<file path="config.mk">
export PLATFORM = sky130hd
export DESIGN_NAME = serial_adder_ctrl
export DESIGN_NICKNAME = d
export VERILOG_FILES = /design/src/rtl/serial_add_pkg.sv /design/src/rtl/ha_cell.sv /design/src/rtl/serial_adder_ctrl.sv
export SDC_FILE = /design/constraint.sdc
export NUM_CORES = 1
export LEC_CHECK = 0
export CORE_MARGIN = 8
export CORE_UTILIZATION = 65
export DETAILED_ROUTE_END_ITERATION = 8
export DONT_BUFFER_PORTS = 1
export GPL_TIMING_DRIVEN = 0
export HOLD_SLACK_MARGIN = 0.02
export PLACE_DENSITY = 0.81
export SLEW_MARGIN = 10
export SYNTH_ARGS = -nofsm -noshare
export SYNTH_HDL_FRONTEND = slang
export SYNTH_SLANG_ARGS = --single-unit
</file>
<file path="constraint.sdc">
create_clock -name clk -period 2.9 [get_ports clk]
set_input_delay 0.145 -clock clk [delete_from_list [all_inputs] [get_ports clk]]
set_output_delay 0.145 -clock clk [all_outputs]
set_load 0.02 [all_outputs]
</file>
<file path="src/rtl/serial_add_pkg.sv">
// Shared definitions for the bit-serial adder: FSM state encoding, default
// operand width and the bit-counter width helper.
package serial_add_pkg;

  localparam int unsigned DEFAULT_WIDTH = 8;

  typedef enum logic [1:0] {
    IDLE  = 2'd0,
    SHIFT = 2'd1,
    DONE  = 2'd2
  } state_e;

  // Counter must hold 0..w.
  function automatic int unsigned cnt_width(input int unsigned w);
    return $clog2(w + 1);
  endfunction

endpackage

</file>
<file path="src/rtl/ha_cell.sv">
// Half-adder cell; two instances plus an OR form the serial full adder.
// Ports:
//   a, b : input bits
//   s    : sum  (a ^ b)
//   c    : carry (a & b)
module ha_cell (
  input  logic a,
  input  logic b,
  output logic s,
  output logic c
);

  assign s = a ^ b;
  assign c = a & b;

endmodule

</file>
<file path="src/rtl/serial_adder_ctrl.sv">
// Bit-serial adder engine. Captures two operands on start, adds them
// LSB-first through one full adder (two ha_cell + OR) with a carry flop, and
// returns {carry_out, sum} with a one-cycle done pulse.
// Optional feature macro: SERIAL_SUB_EN enables subtraction via the sub input.
// Ports:
//   clk, rst_n : clock, synchronous active-low reset
//   ena        : enable; low freezes all state
//   start      : request a new operation (honoured in IDLE only)
//   op_a, op_b : operands, captured on accepted start
//   sub        : subtract request (only with SERIAL_SUB_EN)
//   busy       : high in SHIFT and DONE
//   done       : high for the one enabled cycle spent in DONE
//   result     : {carry_out, sum}, held until the next operation overwrites it
module serial_adder_ctrl
  import serial_add_pkg::*;
#(
  parameter int unsigned WIDTH = DEFAULT_WIDTH
) (
  input  logic             clk,
  input  logic             rst_n,
  input  logic             ena,
  input  logic             start,
  input  logic [WIDTH-1:0] op_a,
  input  logic [WIDTH-1:0] op_b,
  input  logic             sub,
  output logic             busy,
  output logic             done,
  output logic [WIDTH:0]   result
);

  localparam int unsigned CNT_W = cnt_width(WIDTH);

  state_e           state_q, state_d;
  logic [WIDTH-1:0] a_q, a_d;
  logic [WIDTH-1:0] b_q, b_d;
  logic             carry_q, carry_d;
  logic [CNT_W-1:0] cnt_q, cnt_d;
  logic [WIDTH:0]   result_q, result_d;
  logic             busy_q, busy_d;
  logic             done_q, done_d;

  logic [WIDTH-1:0] b_in_c;
  logic             carry_in_c;
  logic             s0_c, c0_c, fa_s_c, c1_c, fa_c_c;

  // Operand B / carry-in selection at accept time.
`ifdef SERIAL_SUB_EN
  assign b_in_c     = sub ? ~op_b : op_b;
  assign carry_in_c = sub;
`else
  logic unused_sub;
  assign unused_sub = sub;
  assign b_in_c     = op_b;
  assign carry_in_c = 1'b0;
`endif

  // Full adder on the current LSBs and the carry flop.
  ha_cell u_ha0 (.a(a_q[0]), .b(b_q[0]),  .s(s0_c),   .c(c0_c));
  ha_cell u_ha1 (.a(s0_c),   .b(carry_q), .s(fa_s_c), .c(c1_c));
  assign fa_c_c = c0_c | c1_c;

  // Next-state and datapath update; everything holds when ena is low.
  always_comb begin
    state_d  = state_q;
    a_d      = a_q;
    b_d      = b_q;
    carry_d  = carry_q;
    cnt_d    = cnt_q;
    result_d = result_q;
    busy_d   = busy_q;
    done_d   = done_q;

    if (ena) begin
      case (state_q)
        IDLE: begin
          done_d = 1'b0;
          if (start) begin
            a_d     = op_a;
            b_d     = b_in_c;
            carry_d = carry_in_c;
            cnt_d   = '0;
            busy_d  = 1'b1;
            state_d = SHIFT;
          end
        end
        SHIFT: begin
          // Sum bits enter at the MSB so the LSB lands at bit 0 after WIDTH shifts.
          result_d[WIDTH-1:0] = {fa_s_c, result_q[WIDTH-1:1]};
          a_d     = a_q >> 1;
          b_d     = b_q >> 1;
          carry_d = fa_c_c;
          cnt_d   = cnt_q + CNT_W'(1);
          if (cnt_q == CNT_W'(WIDTH - 1)) begin
            result_d[WIDTH] = fa_c_c;
            done_d          = 1'b1;
            state_d         = DONE;
          end
        end
        DONE: begin
          done_d  = 1'b0;
          busy_d  = 1'b0;
          state_d = IDLE;
        end
        default: begin
          done_d  = 1'b0;
          busy_d  = 1'b0;
          state_d = IDLE;
        end
      endcase
    end
  end

  // State and output registers; reset takes priority over ena.
  always_ff @(posedge clk) begin
    if (!rst_n) begin
      state_q  <= IDLE;
      a_q      <= '0;
      b_q      <= '0;
      carry_q  <= 1'b0;
      cnt_q    <= '0;
      result_q <= '0;
      busy_q   <= 1'b0;
      done_q   <= 1'b0;
    end else begin
      state_q  <= state_d;
      a_q      <= a_d;
      b_q      <= b_d;
      carry_q  <= carry_d;
      cnt_q    <= cnt_d;
      result_q <= result_d;
      busy_q   <= busy_d;
      done_q   <= done_d;
    end
  end

  assign busy   = busy_q;
  assign done   = done_q;
  assign result = result_q;

endmodule
</file>
==> results.py, run 1 <==
metrics = {
    "outcome": {
        "status": "finished clean",
    },
    "detailed_routing": {
        "wire_per_inst_um": 16.1,
        "firstDrtPassIters": 4,
        "detail-route-antenna-nets": 0,
        "viasPerCell": 6.08,
        "remaining_drc_errors": 0,
        "routed_wl_um": 3310,
        "num_vias": 1253,
        "drt-initial-drc-count": 72,
    },
    "layout": {
        "nNetsFinal": 200,
        "multi_input_area_um2": 756,
        "seqCellArea_um2": 681,
        "mostFrequentLayoutCells": "34 x dfxtp_1, 29 x a21oi_1, 22 x nand2_1",
        "layout-drive-gt1-share_pct": 11.2,
        "final_common_cell": "dfxtp_1",
        "area_delta_synth_final_pct": 9.98,
        "nFillCells": 155,
        "antennaDiodeCount": 0,
    },
    "synth": {
        "syn_nets": 189,
        "synthesis.area_um2": 1530,
        "yosys_warnings": 0,
        "syn_area_per_cell_um2": 9.21,
        "seq_area_frac_synth_pct": 44.5,
        "yosys_register_bits": 34,
        "ys_types": 32,
        "syn_inst": 166,
    },
    "global_routing": {
        "grt_max_degree": 12,
        "antenna_found_initial": 0,
        "grt_usage_pct": 15.9,
        "first_global_vias": 1166,
        "gr-total-overflow": 0,
        "grt_pass1_wl_um": 5340,
    },
    "sta": {
        "period_minus_slack_ns": 1.45,
        "fmax_ghz": 0.689,
        "finalMaxSlewViolations": 0,
        "rsz0062_at_grt": "no",
        "fin_crit_sh_pct": 50.0,
        "hold_viol": 0,
        "skew_ns": 0.00962,
        "tightestPinTransition_ns": 0.506,
        "slew-limit-headroom_pct": 66.3,
        "setup_violations": 0,
        "setup_tns_ns": 0,
    },
    "floorplanning": {
        "start_util_pct": 69.1,
        "die_area_um2": 4160,
        "die_h_um": 64.5,
        "fp-row-count": 17,
        "die_w_um": 64.5,
        "coreArea_um2": 2210,
        "io_pins": 32,
    },
    "worst_setup_path": {
        "path_class": "reg -> reg",
        "cp_max_fo": 10,
        "critPathLaunchType": "flop",
        "end_kind": "flop",
        "crit_arrival_ns": 1.70,
        "crit_required_ns": 3.15,
    },
    "power_and_ir_drop": {
        "vdd_drop_max_mv": 0.429,
        "p_leak_nw": 0.679,
        "power_density_nw_per_um2": 578,
        "total_power_uw": 972,
    },
    "clock_network": {
        "clk_latency_ns": 0.34,
        "cts_tree": "built",
        "clkTransAtPathRegs_ns": 0.11,
        "cts_setup_buffers": 0,
        "cts_hold_buf": 4,
        "ctsResizeCount": 0,
        "cts-root-buf": "clkbuf_4",
        "cts_sinks": 34,
        "htreeDepth": 2,
        "cts_buffers": 5,
        "cts_buffer_depth": 2,
    },
    "place": {
        "routabilityCongestion": 0.813,
        "io_buffers": 0,
        "dp_hpwl_um": 2350,
    },
    "worst_hold_path": {
        "hold_path.class": "in -> reg",
    },
    "run": {
        "cap_violations": 0,
    },
}
[state kept, by name, summed over array words and instances (netlist names)]
name,cells
cnt_q,4
done,1
carry_q,1
busy,1
a_q,8
result,9
state_q,2
b_q,8
[per-layer routing]
metal	global-route usage [%]	wire length, um	up-vias
li1	-	-	622
met1	17.4	1390	577
met2	26.2	1550	50
met3	8.42	347	4
met4	4.90	32	0
met5	0	0	-
[synthesized netlist by cell type]
master     n  area [um^2]
nand3b_1   1         7.51
dfxtp_1   34          681
a31oi_1    1         6.26
nor2_1     4         15.0
and3b_1    2         17.5
or4b_1     1         10.0
o31a_1     1         8.76
nor2b_1    3         18.8
mux2i_1   15          150
ha_1       1         12.5
nand2b_4   1         13.8
buf_12     1         20.0
nand4b_1   2         17.5
buf_2      6         30.0
o21ai_0    8         40.0
buf_6      2         22.5
and4bb_2   1         12.5
fa_1       1         20.0
and2_1     1         6.26
a211oi_1  15          113
clkbuf_2   1         5.00
a21oi_1   29          145
nand2_1   22         82.6
nor3_1     1         5.00
o211a_1    1         10.0
and2b_1    1         7.51
clkbuf_1   3         11.3
nand3_1    2         10.0
nand2b_1   2         12.5
or2_1      1         6.26
inv_1      1         3.75
o21a_1     1         7.51
[power by group]
group,leakage [nW],internal (mW),switching (mW)
Combinational,0.357,0.0574,0.0696
Clock,0.0450,0.179,0.162
Sequential,0.278,0.489,0.0153
[logic make-up after synthesis]
| logic type | Yosys count | share of synthesized area [%] |
|---|---|---|
| and+or+nand+nor | 45 | 15.9 |
| DFF | 34 | 44.5 |
| adders and majority gates | 2 | 2.13 |
| buffers and inverters | 14 | 6.06 |
| muxes | 15 | 9.82 |
| AOI/OAI and AO/OA | 56 | 21.6 |
[area by class of cell]
type | count | share of cell area, %
Sequential cell | 34 | 40.5
Inverter | 1 | 0.223
Tap cell | 28 | 2.08
Timing Repair Buffer | 4 | 2.38
Clock inverter | 3 | 2.38
Buffer | 13 | 5.28
Multi-Input combinational cell | 118 | 44.9
Clock buffer | 5 | 2.23
[worst paths after layout]
check / start / to / slack (ns) / cells past startpoint
setup / recovery: state_q[0]$_SDFFE_PN0P_ / b_q[3]$_SDFFE_PN0P_ / 1.45 / 4
hold / removal: ena / done$_SDFFE_PN0P_ / 0.04 / 2
setup reg to reg: state_q[0]$_SDFFE_PN0P_ / b_q[3]$_SDFFE_PN0P_ / 1.45 / 4
hold reg to reg: a_q[7]$_SDFFE_PN0P_ / a_q[7]$_SDFFE_PN0P_ / 0.50 / 2
[through the flow]
stage	area [um^2]	setup slack (ns)	cells	utilization (%)	hold WS, ns
floorplan	1530	1.68	166	-	0.263
global placement	1560	1.55	194	70.7	0.266
detailed placement	1560	1.49	194	70.7	0.270
CTS	1680	1.47	206	76.0	0.0283
global route	1680	1.31	206	76.0	0.0370
finish	1680	1.45	206	76.0	0.0405
[critical path: stages (launching register included)]
cell and delay, ns:
dfxtp_1 0.34, nor2_1 0.37, nor2_1 0.20, buf_2 0.23, a211oi_1 0.23
(Power assumes the default switching activity.)
==> inputs of run 2 (changes only) <==
--- a/config.mk
+++ b/config.mk
@@ -5,13 +5,14 @@
 export SDC_FILE = /design/constraint.sdc
 export NUM_CORES = 1
 export LEC_CHECK = 0
+export ABC_AREA = 1
 export CORE_MARGIN = 8
-export CORE_UTILIZATION = 65
+export CORE_UTILIZATION = 61
 export DETAILED_ROUTE_END_ITERATION = 8
 export DONT_BUFFER_PORTS = 1
 export GPL_TIMING_DRIVEN = 0
 export HOLD_SLACK_MARGIN = 0.02
-export PLACE_DENSITY = 0.81
+export PLACE_DENSITY = 0.77
 export SLEW_MARGIN = 10
 export SYNTH_ARGS = -nofsm -noshare
 export SYNTH_HDL_FRONTEND = slang
==> constraint.sdc (replaced) <==
create_clock -name clk -period 1.5 [get_ports clk]
set_input_delay 0.075 -clock clk [delete_from_list [all_inputs] [get_ports clk]]
set_output_delay 0.075 -clock clk [all_outputs]
set_load 0.02 [all_outputs]
==> results.py, run 2 <==
metrics = {
    "sta": {
        "slew-limit-headroom_pct": 66.6,
        "setup_violations": 0,
        "setup_tns_ns": 0,
        "skew_ns": 0.0121,
        "finalMaxSlewViolations": 0,
        "tightestPinTransition_ns": 0.502,
        "period_minus_slack_ns": 1.24,
        "fmax_ghz": 0.803,
        "fin_crit_sh_pct": 83.0,
        "hold_viol": 0,
        "rsz0062_at_grt": "no",
    },
    "layout": {
        "final_common_cell": "nand2_1",
        "area_delta_synth_final_pct": 22.1,
        "mostFrequentLayoutCells": "61 x nand2_1, 50 x nor2_1, 34 x dfxtp_1",
        "largest_reg_flops": 9,
        "final_util_pct": 77.6,
        "layout-drive-gt1-share_pct": 10.3,
        "nFillCells": 176,
        "nNetsFinal": 265,
    },
    "worst_setup_path": {
        "end_kind": "flop",
        "crit_required_ns": 1.73,
        "cp_slowest_cell": "dfxtp_1",
        "cp_max_fo": 5,
        "reg2reg_depth": 6,
        "crit_arrival_ns": 1.47,
        "path_class": "reg -> reg",
        "path_cells": "ha_1 -> nand3_1 -> inv_1 -> nand2_1 -> o21ai_0 -> nor2_1",
        "critPathMaxStageDelay_ns": 0.43,
        "critPathLaunchType": "flop",
    },
    "synth": {
        "syn_nets": 239,
        "async_flop_share_pct": 0,
        "syn_area_per_cell_um2": 7.16,
        "ys_top_cells_by_count": "61 x nand2_1, 50 x nor2_1, 34 x dfxtp_1",
        "synthesis.area_um2": 1550,
        "seq_area_frac_synth_pct": 44.0,
        "syn_inst": 216,
        "ys_types": 22,
        "yosysTopAreaCell": "dfxtp_1",
        "yosys_warnings": 0,
        "synth_area_leaders": "dfxtp_1 44%, nand2_1 15%, nor2_1 12%, o21ai_0 5.8%, buf_6 3.6%",
        "synth.most_common_cell": "nand2_1",
        "ys.flop_type": "dfxtp_1",
        "synth_top_area_share_pct": 44.0,
        "synth-edff-count": 0,
        "yosys_register_bits": 34,
    },
    "outcome": {
        "status": "finished clean",
    },
    "detailed_routing": {
        "wire_per_inst_um": 13.8,
        "remaining_drc_errors": 0,
        "num_vias": 1470,
        "viasPerCell": 5.36,
        "drt-initial-drc-count": 171,
        "routed_wl_um": 3790,
        "detail-route-antenna-nets": 0,
        "firstDrtPassIters": 4,
    },
    "floorplanning": {
        "coreArea_um2": 2430,
        "io_pins": 32,
        "fp-row-count": 18,
        "die_h_um": 66.4,
        "start_util_pct": 63.6,
        "die_w_um": 66.4,
        "die_area_um2": 4400,
    },
    "place": {
        "io_buffers": 0,
        "dp_hpwl_um": 2400,
        "routabilityCongestion": 0.844,
    },
    "power_and_ir_drop": {
        "p_leak_nw": 0.877,
        "vdd_drop_max_mv": 1.12,
        "total_power_mw": 2.21,
        "power_density_nw_per_um2": 1170,
    },
    "global_routing": {
        "antenna_found_initial": 0,
        "grt_usage_pct": 18.6,
        "gr-total-overflow": 0,
        "first_global_vias": 1397,
        "grt_pass1_wl_um": 6310,
        "grt_max_degree": 12,
    },
    "worst_hold_path": {
        "min_path_cells": 5,
        "hold_path.class": "in -> reg",
    },
    "clock_network": {
        "clkTransAtPathRegs_ns": 0.10,
        "htreeDepth": 2,
        "cts-root-buf": "clkbuf_4",
        "clk_latency_ns": 0.34,
        "cts_buffers": 5,
        "cts_sinks": 34,
        "cts_buffer_depth": 2,
        "cts_tree": "built",
    },
    "run": {
        "cap_violations": 0,
    },
}
-- run 2: report_power, final --
group,leakage (nW),internal [mW],switching [mW]
clock network,0.0585,0.565,0.312
logic,0.540,0.134,0.177
registers,0.279,0.960,0.0603
-- run 2: final timing paths --
path / from / endpoint / slack [ns]
worst max register to register: cnt_q[0]$_SDFFE_PN0P_ / result[8]$_SDFFE_PN0P_ / 0.26
worst min register to register: a_q[7]$_SDFFE_PN0P_ / a_q[7]$_SDFFE_PN0P_ / 0.49
worst max-delay path: cnt_q[0]$_SDFFE_PN0P_ / result[8]$_SDFFE_PN0P_ / 0.26
worst min-delay path: start / busy$_SDFFE_PN0P_ / 0.10
-- run 2: final cells by class --
class / count / area [um^2] / area share [%]
Multi-Input combinational cell: 162 / 737 / 39.0
Sequential cell: 34 / 681 / 36.1
Timing Repair Buffer: 19 / 190 / 10.1
Buffer: 8 / 83.8 / 4.44
Clock inverter: 2 / 60.1 / 3.18
Clock buffer: 6 / 51.3 / 2.72
Inverter: 12 / 45.0 / 2.39
Tap cell: 30 / 37.5 / 1.99
Antenna cell: 1 / 2.50 / 0.133
-- run 2: routing by layer --
layer  share of wire, %  vias to the layer above  track usage [%]
li1                   -                      731                -
met1                 40                      647             20.6
met2                 49                       66             30.5
met3                6.3                       26             5.93
met4                4.3                        0             11.2
met5                  0                        -                0
-- run 2: stage by stage --
stage	cell area [um^2]	std cells	setup slack [ns]	hold WS [ns]
2_1_floorplan	1550	216	0.416	0.211
3_5_place_dp	1580	246	0.313	0.220
4_1_cts	1890	273	0.242	0.100
3_3_place_gp	1580	246	0.331	0.217
6_report	1890	274	0.255	0.104
5_1_grt	1890	273	0.0770	0.130
-- run 2: worst max-delay path: cells and delay by family, from the launching register on --
family,cells,cell delay [ns]
buffers and inverters,1,0.09
adder cells (fa/ha/maj),1,0.21
flip-flops,1,0.43
AND/OR/NAND/NOR,3,0.26
AO/OA/AOI/OAI,1,0.15
-- run 2: kinds of logic after synthesis --
logic type      Yosys count  share of synthesized area [%]
compound gates           36                           12.1
xor+xnor                  1                          0.566
fa+ha+maj                 2                           2.10
buf+inv                  20                           8.33
flops                    34                           44.0
simple gates            123                           32.9
-- run 2: what timing repair did --
action	in CTS	in global routing
hold endpoints to repair	24	0
gates resized for setup	0	0
hold buffers	19	0
setup buffers	0	0
==> inputs of run 3 (changes only) <==
--- a/config.mk
+++ b/config.mk
@@ -7,12 +7,12 @@
 export LEC_CHECK = 0
 export ABC_AREA = 1
 export CORE_MARGIN = 8
-export CORE_UTILIZATION = 61
+export CORE_UTILIZATION = 55
 export DETAILED_ROUTE_END_ITERATION = 8
 export DONT_BUFFER_PORTS = 1
 export GPL_TIMING_DRIVEN = 0
 export HOLD_SLACK_MARGIN = 0.02
-export PLACE_DENSITY = 0.77
+export PLACE_DENSITY = 0.73
 export SLEW_MARGIN = 10
 export SYNTH_ARGS = -nofsm -noshare
 export SYNTH_HDL_FRONTEND = slang
==> constraint.sdc (replaced) <==
create_clock -name clk -period 1.1 [get_ports clk]
set_input_delay 0.055 -clock clk [delete_from_list [all_inputs] [get_ports clk]]
set_output_delay 0.055 -clock clk [all_outputs]
set_load 0.02 [all_outputs]
==> results.py, run 3 (synthesized netlist as in run 2, its figures left out) <==
metrics = {
    "global_routing": {
        "grt_pass1_wl_um": 7320,
        "antenna_found_initial": 0,
        "grt_usage_pct": 18.3,
        "grt_max_degree": 12,
        "first_global_vias": 1516,
        "gr-total-overflow": 0,
    },
    "clock_network": {
        "htreeDepth": 2,
        "cts_tree": "built",
        "cts_sinks": 34,
        "cts_buffer_depth": 2,
        "cts-root-buf": "clkbuf_4",
        "clkTransAtPathRegs_ns": 0.12,
        "cts_buffers": 5,
        "clk_latency_ns": 0.35,
    },
    "worst_setup_path": {
        "reg2reg_depth": 6,
        "critPathLaunchType": "flop",
        "crit_arrival_ns": 1.46,
        "end_kind": "flop",
        "cp_max_fo": 5,
        "crit_required_ns": 1.35,
        "path_class": "reg -> reg",
    },
    "power_and_ir_drop": {
        "p_clk_share_pct": 25.3,
        "p_sw_share_pct": 31.2,
        "power_frac_seq_pct": 53.1,
        "total_power_mw": 2.64,
        "power_density_nw_per_um2": 1250,
        "p_int_mw": 1.81,
        "power.switching_uw": 824,
        "p_leak_nw": 0.936,
        "vdd_drop_max_mv": 1.43,
        "p_comb_share_pct": 21.6,
    },
    "sta": {
        "skew_ns": 0.0226,
        "slew-limit-headroom_pct": 67.3,
        "hold_viol": 0,
        "rsz0062_at_grt": "yes",
        "period_minus_slack_ns": 1.22,
        "fmax_ghz": 0.823,
        "setup_violations": 25,
        "finalMaxSlewViolations": 0,
        "fin_crit_sh_pct": 110,
        "fin_hold_ws_ns": 0.0944,
        "tightestPinTransition_ns": 0.490,
        "fin_ws_ns": -0.115,
    },
    "floorplanning": {
        "fp-row-count": 19,
        "coreArea_um2": 2710,
        "die_area_um2": 4760,
        "die_w_um": 69.0,
        "die_h_um": 69.0,
        "start_util_pct": 57.1,
        "io_pins": 32,
    },
    "layout": {
        "largest_reg_flops": 9,
        "nFillCells": 188,
        "multi_input_area_um2": 837,
        "antennaDiodeCount": 0,
        "final_util_pct": 77.8,
        "layoutNonFillerInstCount": 288,
        "final_common_cell": "nand2_1",
        "area_delta_synth_final_pct": 36.3,
        "seqCellArea_um2": 691,
        "layout-drive-gt1-share_pct": 24.9,
        "nNetsFinal": 280,
        "mostFrequentLayoutCells": "56 x nand2_1, 41 x nor2_1, 30 x dfxtp_1",
    },
    "detailed_routing": {
        "routed_wl_um": 4680,
        "remaining_drc_errors": 0,
        "wire_per_inst_um": 16.2,
        "firstDrtPassIters": 5,
        "viasPerCell": 5.50,
        "drt-initial-drc-count": 165,
        "detail-route-antenna-nets": 0,
        "num_vias": 1583,
    },
    "place": {
        "dp_slack_ns": -0.132,
        "io_buffers": 0,
        "routabilityCongestion": 0.868,
        "dp_cells": 247,
        "dp_hpwl_um": 2510,
    },
    "outcome": {
        "status": "complete, but fails checks",
        "violations": "negative setup slack",
    },
    "run": {
        "cap_violations": 0,
    },
    "worst_hold_path": {
        "hold_path.class": "in -> reg",
        "min_path_cells": 3,
    },
}
[run 3: layout make-up]
| type | count | share of cell area [%] |
|---|---|---|
| well taps | 31 | 1.84 |
| repair buffers | 34 | 16.7 |
| clock buffers | 6 | 1.96 |
| flip-flops and latches | 34 | 32.8 |
| clock inverters | 1 | 0.356 |
| inverters | 12 | 2.73 |
| multi-input cells | 162 | 39.7 |
| plain buffers | 8 | 3.98 |
[run 3: metrics by stage]
stage | TNS (ns) | instance area [um^2]
global route | -3.05 | 2110
CTS | -0.605 | 2020
global placement | -0.786 | 1590
finish | -1.28 | 2110
detailed placement | -1.87 | 1590
floorplan | 0 | 1550
[run 3: timing repair]
action | 4_1_cts | 5_1_grt
setup endpoints to repair | 29 | 33
hold buffers | 21 | 0
endpoints found under the hold margin | 24 | 0
setup buffers | 8 | 0
cloned | 4 | 1
resized for setup | 31 | 21
pin swaps | 19 | 14
[run 3: critical path: stages (launching register included)]
cell and delay (ns):
dfxtp_4 0.39, nor2_4 0.11, nor2_4 0.06, buf_6 0.14, buf_4 0.14, o21ai_0 0.20
nor2_1 0.09
[run 3: power by group through the flow]
stage               Combinational (mW)  Clock, mW  Sequential [mW]
detailed placement               0.353          0             1.42
global placement                 0.341          0             1.42
floorplan                        0.289          0             1.40
global route                     0.617      0.711             1.41
CTS                              0.515      0.652             1.39
finish                           0.570      0.667             1.40
[run 3: final timing paths]
path                           start                endpoint  slack [ns]
max reg2reg  state_q[0]$_SDFFE_PN0P_     a_q[0]$_SDFFE_PN0P_       -0.12
max          state_q[0]$_SDFFE_PN0P_     a_q[0]$_SDFFE_PN0P_       -0.12
min reg2reg     carry_q$_SDFFE_PN0P_    carry_q$_SDFFE_PN0P_        0.50
min                            rst_n  result[8]$_SDFFE_PN0P_        0.09
[run 3: layer usage]
metal,GRT usage (%),routed length (um),part of all wire (%)
met5,0,0,0
met4,4.78,146,3.1
met3,6.29,330,7.1
met2,32.0,2340,50
met1,20.5,1860,40
